### src/rtl/peak_track.sv
// Per-channel running max/min/first-argmax over a sof..eof frame, latched into held registers at eof.
// Samples accepted every cycle (no backpressure); held read port has 1-cycle latency, res_valid pulses the cycle after eof.
module peak_track #(
  parameter int WIDTH    = 8,
  parameter int CHANNELS = 4,
  parameter int IDX_W    = 10,
  parameter int DECAY    = 1,
  localparam int CH_W    = (CHANNELS > 1) ? $clog2(CHANNELS) : 1
) (
  input  logic             clock,
  input  logic             aclr,
  input  logic             sof,
  input  logic             eof,
  input  logic             w_ena,
  input  logic [CH_W-1:0]  ch_sel,
  input  logic [WIDTH-1:0] din,
  input  logic             hold_en,
  input  logic [CH_W-1:0]  rd_ch,
  output logic [WIDTH-1:0] rd_max,
  output logic [WIDTH-1:0] rd_min,
  output logic [IDX_W-1:0] rd_argmax,
  output logic             rd_empty,
  output logic             res_valid
);

  typedef struct packed {
    logic [WIDTH-1:0] mx;
    logic [WIDTH-1:0] mn;
    logic [IDX_W-1:0] idx;
    logic [IDX_W-1:0] arg;
    logic             seen;
  } run_t;

  typedef struct packed {
    logic [WIDTH-1:0] mx;
    logic [WIDTH-1:0] mn;
    logic [IDX_W-1:0] arg;
    logic             empty;
  } held_t;

  localparam run_t  RUN_RST  = '{mx: '0, mn: '1, idx: '0, arg: '0, seen: 1'b0};
  localparam held_t HELD_RST = '{mx: '0, mn: '0, arg: '0, empty: 1'b1};
  localparam logic [WIDTH-1:0] DEC = WIDTH'(DECAY);

  run_t             run_q    [CHANNELS];
  run_t             run_upd  [CHANNELS];
  run_t             run_nxt  [CHANNELS];
  held_t            held_q   [CHANNELS];
  held_t            held_nxt [CHANNELS];
  logic [WIDTH-1:0] decayed  [CHANNELS];

  // A lone sof starts the new frame before the concurrent sample is applied;
  // with eof present the sample belongs to the frame being latched instead.
  always_comb begin
    for (int c = 0; c < CHANNELS; c++) begin
      run_upd[c] = (sof && !eof) ? RUN_RST : run_q[c];
      if (w_ena && int'(ch_sel) == c) begin
        if (din > run_upd[c].mx) begin
          run_upd[c].mx  = din;
          run_upd[c].arg = run_upd[c].idx;
        end
        if (din < run_upd[c].mn) run_upd[c].mn = din;
        if (run_upd[c].idx != '1) run_upd[c].idx = run_upd[c].idx + IDX_W'(1);
        run_upd[c].seen = 1'b1;
      end
      run_nxt[c] = (sof && eof) ? RUN_RST : run_upd[c];

      decayed[c]         = (held_q[c].mx > DEC) ? held_q[c].mx - DEC : '0;
      held_nxt[c].mx     = (hold_en && decayed[c] > run_upd[c].mx) ? decayed[c] : run_upd[c].mx;
      held_nxt[c].mn     = run_upd[c].mn;
      held_nxt[c].arg    = run_upd[c].arg;
      held_nxt[c].empty  = !run_upd[c].seen;
    end
  end

  always_ff @(posedge clock or posedge aclr) begin
    if (aclr) begin
      for (int c = 0; c < CHANNELS; c++) begin
        run_q[c]  <= RUN_RST;
        held_q[c] <= HELD_RST;
      end
      res_valid <= 1'b0;
    end else begin
      for (int c = 0; c < CHANNELS; c++) begin
        run_q[c] <= run_nxt[c];
        if (eof) held_q[c] <= held_nxt[c];
      end
      res_valid <= eof;
    end
  end

  always_ff @(posedge clock or posedge aclr) begin
    if (aclr) begin
      rd_max    <= '0;
      rd_min    <= '0;
      rd_argmax <= '0;
      rd_empty  <= 1'b1;
    end else if (int'(rd_ch) < CHANNELS) begin
      rd_max    <= held_q[rd_ch].mx;
      rd_min    <= held_q[rd_ch].mn;
      rd_argmax <= held_q[rd_ch].arg;
      rd_empty  <= held_q[rd_ch].empty;
    end else begin
      rd_max    <= '0;
      rd_min    <= '0;
      rd_argmax <= '0;
      rd_empty  <= 1'b1;
    end
  end

endmodule

### config.mk
export PLATFORM = sky130hd
export DESIGN_NAME = peak_track
export DESIGN_NICKNAME = d
export VERILOG_FILES = /design/src/rtl/peak_track.sv
export SDC_FILE = /design/constraint.sdc
export NUM_CORES = 1
export LEC_CHECK = 0
export CORE_ASPECT_RATIO = 1.1
export CORE_MARGIN = 4
export CORE_UTILIZATION = 50
export CTS_CLUSTER_DIAMETER = 50
export CTS_CLUSTER_SIZE = 30
export DETAILED_ROUTE_END_ITERATION = 10
export GPL_ROUTABILITY_DRIVEN = 0
export GPL_TIMING_DRIVEN = 0
export HOLD_SLACK_MARGIN = 0.02
export PLACE_DENSITY = 0.79
export SYNTH_ARGS = -nofsm -noshare
export SYNTH_HDL_FRONTEND = slang
export SYNTH_SLANG_ARGS = --single-unit
### constraint.sdc
create_clock -name clock -period 10.3 [get_ports clock]
set_clock_uncertainty 0.15 [all_clocks]
set_input_delay 2.06 -clock clock [delete_from_list [all_inputs] [get_ports clock]]
set_output_delay 2.06 -clock clock [all_outputs]
set_load 0.1 [all_outputs]
# Word level (Yosys, flattened, before mapping)
# Cells that the tools add are included.
# classes
add_sub_neg	8
n_lt_le_gt_ge	17
n_eq_ne	7
n_mux	39
n_bitwise	1
reduce_logical	16
# op_table
operator	n
37-bit two-way mux	12
8-bit two-way mux	16
10-bit two-way mux	8
8-bit greater-than comparator	8
27-bit binary-select mux with 2-bit select	1
27-bit two-way mux	2
10-bit by 1-bit adder with 10-bit output (second input constant)	4
10-bit != test (second input constant)	4
8-bit by 1-bit greater-than comparator with 1-bit output (second input constant)	4
8-bit less-than comparator	4
8-bit by 1-bit subtractor with 8-bit output (second input constant)	4
1-bit logical AND	10
1-bit logical NOT	5
2-bit equality test (second input constant)	2
3-bit >= comparator (second input constant)	1
2-bit inverter with 3-bit output	1
2-bit by 1-bit equality test with 1-bit output (second input constant)	1
2-bit logical NOT	1
# word_totals
reg_bits	284
input_bits	18
out_inout_bits	28
elab_cells	129

# Depth between registers and ports, before layout
# Gate-level depths: netlist (run 1).
# depth
depth_word	9
mapped_depth	27
mapped_depth_nobuf	20

# Least setup slack after synthesis (run 1)
# No wires, ideal clock.
# synth_path
kind	input-to-reg
startpoint	input eof
endpoint	register held_q[49] (netlist bit)
setup_ps	90
t_arrival_ps	6591
t_required_ps	10060
path_slack_ps	3469
stages	23
n_path_buf	9
path_cell_list	clkbuf_8 -> nand2b_1 -> buf_6 -> buf_2 -> clkbuf_1 -> clkbuf_1 -> clkbuf_1 -> clkbuf_1 -> nand2_1 -> ha_1 -> a21oi_1 -> o21ai_0 -> o21ai_2 -> clkbuf_1 -> a31oi_1 -> ha_1 -> nand3_1 -> nor2_1 -> nand2_1 -> o41a_1 -> buf_2 -> a211o_1 -> o221ai_1
# synth_via
elab_chain_cells	9
# synth_lines
item	line_no	rtl
start, declared	13	input logic eof,
1-bit logical NOT	56	run_upd[c] = (sof && !eof) ? RUN_RST : run_q[c];
1-bit logical AND	56	
37-bit two-way mux	56	
8-bit greater-than comparator	58	if (din > run_upd[c].mx) begin
8-bit two-way mux	58	
37-bit two-way mux	57	if (w_ena && int'(ch_sel) == c) begin
8-bit greater-than comparator	69	held_nxt[c].mx = (hold_en && decayed[c] > run_upd[c].mx) ? decayed[c] : run_upd[c].mx;
1-bit logical AND	69	
8-bit two-way mux	69	
end signal, assigned by index	86	if (eof) held_q[c] <= held_nxt[c];
end, declared	48	held_t held_q [CHANNELS];
# Parallel ways exist; a longest one is shown, timed or not.
# A chain may end at the register's enable or synchronous reset.

# Final worst setup path (run 1)
# layout_path
startpoint	input eof
endpoint	register held_q[52] (netlist bit)
# Same word-level chain as after synthesis.

==> results of run 1 <==
-- flip-flops by register name, indices dropped and copies added, names as in the netlist --
register and count:
run_q 148, rd_argmax 10, rd_empty 1, rd_max 8, res_valid 1, held_q 108
rd_min 8
-- kinds of logic (layout without fill, tap and decap cells) --
logic type | count (synthesis) | count (layout) | share of synthesized area [%]
flops | 284 | 284 | 45.55
xor+xnor | 44 | 44 | 2.454
simple gates | 631 | 631 | 18.78
buf+inv | 123 | 218 | 3.331
compound gates | 317 | 317 | 12.29
other cells | 0 | 1 | 0
mux | 116 | 116 | 9.713
fa+ha+maj | 99 | 99 | 7.873
-- metrics by stage --
step	cells	hold WS [ns]	total power [mW]	utilization (%)	instance area, um2
floorplan	1614	0.2489	2.495	-	15700
global placement	2069	0.2605	2.802	54.06	16630
detailed placement	2071	0.2956	2.855	54.26	16690
CTS	2123	0.3154	3.965	57.57	17710
global route	2123	0.3277	4.187	57.57	17710
finish	2124	0.3235	3.973	57.58	17710
-- worst max-delay path, cell delays in order --
cell and delay, ns:
clkdlybuf4s50_1 0.49, clkbuf_8 0.18, nand2b_1 0.21, buf_6 0.19
buf_2 0.36, clkbuf_1 0.67, clkbuf_1 0.53, clkbuf_1 0.62
clkbuf_1 0.55, nand2_1 0.13, ha_1 0.31, a21oi_1 0.14
o21ai_0 0.12, o21ai_2 0.36, clkbuf_1 0.42, nor2_1 0.08
a31oi_1 0.44, ha_1 0.24, nand3_1 0.08, nor2_1 0.17
nand2_1 0.12, o31ai_1 0.40, buf_2 0.30, nand2_1 0.15
a221o_1 0.32
-- Yosys cell counts, types with 18 or more instances --
| master | n | area [um2] |
|---|---|---|
| nor3_1 | 29 | 145.1 |
| mux4_2 | 26 | 585.6 |
| nor2b_1 | 18 | 112.6 |
| ha_1 | 98 | 1226 |
| xnor2_1 | 18 | 157.7 |
| nand3_1 | 29 | 145.1 |
| and2_1 | 25 | 156.4 |
| mux2i_1 | 71 | 710.7 |
| mux2_2 | 18 | 202.7 |
| o21ai_0 | 66 | 330.3 |
| dfrtp_1 | 247 | 6181 |
| inv_1 | 31 | 116.4 |
| nand2_1 | 129 | 484.2 |
| dfstp_2 | 37 | 972.2 |
| nor2_1 | 288 | 1081 |
| xor2_1 | 26 | 227.7 |
| a21oi_1 | 136 | 680.7 |
| clkbuf_1 | 70 | 262.8 |
-- per-layer routing --
layer / GRT usage [%] / wire [um]
met5: 0 / 0
met1: 34.26 / 17630
met3: 3.959 / 3446
met2: 41.65 / 21560
met4: 14.27 / 2751
-- report_power, final --
group          leakage [nW]  total [mW]  internal [mW]  switching (mW)
Clock                 0.489        1.11          0.585           0.521
Sequential             3.53        1.37           1.24           0.130
Combinational          3.78        1.50          0.580           0.922
Total                  7.81        3.97           2.40            1.57
-- path summary, 6_finish.rpt --
check | startpoint | end | depth (start not counted)
max | eof | held_q[52] | 25
min | run_q[74] | held_q[54] | 1
max reg2reg | run_q[106] | held_q[75] | 19
min reg2reg | run_q[74] | held_q[54] | 1
max in group asynchronous | aclr | held_q[14] | 3
min in group asynchronous | aclr | run_q[125] | 2
-- cell type report --
type | instances | area share, %
Antenna cell | 1 | 0.01413
Buffer | 91 | 2.274
Clock buffer | 31 | 4.196
Clock inverter | 21 | 1.554
Inverter | 32 | 0.7204
Multi-Input combinational cell | 1207 | 45.31
Sequential cell | 284 | 40.38
Tap cell | 414 | 2.924
Timing Repair Buffer | 43 | 2.627
==> impl_metrics.env, run 1 <==
export IMPL_syn_area_um2=15700
export IMPL_crit_fanout=11
export IMPL_synthCells=1614
export IMPL_grt_max_degree=130
export IMPL_fp_dieH_um=193.9
export IMPL_numCtsBuffers=28
export IMPL_postSynthAreaPerCell_um2=9.729
export IMPL_via_count=13100
export IMPL_antenna_found_initial=0
export IMPL_min_period_ns=9.379
export IMPL_synth_edf_count=0
export IMPL_drt_drc_violations_left=0
export IMPL_seq_area_um2=7153
export IMPL_grt_usage_pct=26.10
export IMPL_hpwl_um=31810
export IMPL_gr_total_overflow=0
export IMPL_wl_per_cell_um=21.37
export IMPL_min_period_over_period_pct=91.06
export IMPL_cts_setup_buffers=0
export IMPL_pre_cts_ws_ns=0.5607
export IMPL_hold_class="flip-flop to flip-flop"
export IMPL_worstPathArrival_ns=9.66
export IMPL_worst_setup_path_end_kind="flip-flop"
export IMPL_htreeDepth=1
export IMPL_ys_warn_count=0
export IMPL_power_density_nw_per_um2=224.3
export IMPL_dieArea_um2=34310
export IMPL_relSlewSlack_pct=23.04
export IMPL_final_cell_mix="288 x nor2_1, 247 x dfrtp_1, 136 x a21oi_1, 129 x nand2_1, 98 x ha_1"
export IMPL_grt_pass1_wl_um=71330
export IMPL_ios=46
export IMPL_post_cts_resized=0
export IMPL_fin_tns_setup_ns=0
export IMPL_synth_ff_type="dfrtp_1"
export IMPL_ff2ff_setup_slack_ns=5.58
export IMPL_slew_viol_final=0
export IMPL_multiInputGateArea_um2=8026
export IMPL_core_area_um2=30770
export IMPL_grt_pass1_vias=13020
export IMPL_vdd_drop_max_v=0.0001305
export IMPL_rsz0062_at_grt="no"
export IMPL_synth_ff_latch_count=284
export IMPL_setup_viol=0
export IMPL_cts_root_buf="clkbuf_16"
export IMPL_layout_setup_ws_ns=0.9207
export IMPL_die_w_um=177.0
export IMPL_ys_seq_area_share_pct=45.55
export IMPL_dr_first_iter_drc_count=1147
export IMPL_clockBufferDepth=3
export IMPL_cts_tree="yes"
export IMPL_max_freq_ghz=0.1066
export IMPL_io_buffers=41
export IMPL_status="finished clean"
export IMPL_path_clk_slew_ns=0.08
export IMPL_drtAntennaViolNets=0
export IMPL_clk_latency_ns=0.57
export IMPL_power_leakage_nw=7.808
export IMPL_syn_nets=1730
export IMPL_final_common_cell="nor2_1"
export IMPL_max_cap_violations=0
export IMPL_rows=67
export IMPL_async_flop_share_pct=100.0
export IMPL_n_fill_cell=2570
export IMPL_area_growth_pct=12.81
export IMPL_worstSetupPathType="input pin to flip-flop"
export IMPL_drive_gt1_share_pct=10.77
export IMPL_drt_total_wl_um=45390
export IMPL_start_kind="input pin"
export IMPL_yosysUniqueCellTypes=77
export IMPL_start_util_pct=51.04
export IMPL_dr_pass1_iters=7
export IMPL_required_ns=10.59
export IMPL_cts_sinks=284
export IMPL_fin_nets=1803
export IMPL_tightest_slew_ns=1.154
export IMPL_cts_hold_buf=0
export IMPL_timing_final_hold_violations=0
export IMPL_vias_per_cell=6.165
Note: power is estimated with default switching activity, not from simulation.
==> run 2: changes to the inputs <==
==> constraint.sdc (replaced) <==
create_clock -name clock -period 10.3 [get_ports clock]
set_clock_uncertainty 0.15 [all_clocks]
set_input_delay 1.03 -clock clock [delete_from_list [all_inputs] [get_ports clock]]
set_output_delay 1.03 -clock clock [all_outputs]
set_load 0.1 [all_outputs]
==> results of run 2 <==
The final DEF is identical to that of run 1. Status: finished clean.
Among the figures that moved: setup slack after placement 0.5607 ns -> 1.591 ns; setup slack after layout 0.9207 ns -> 1.951 ns
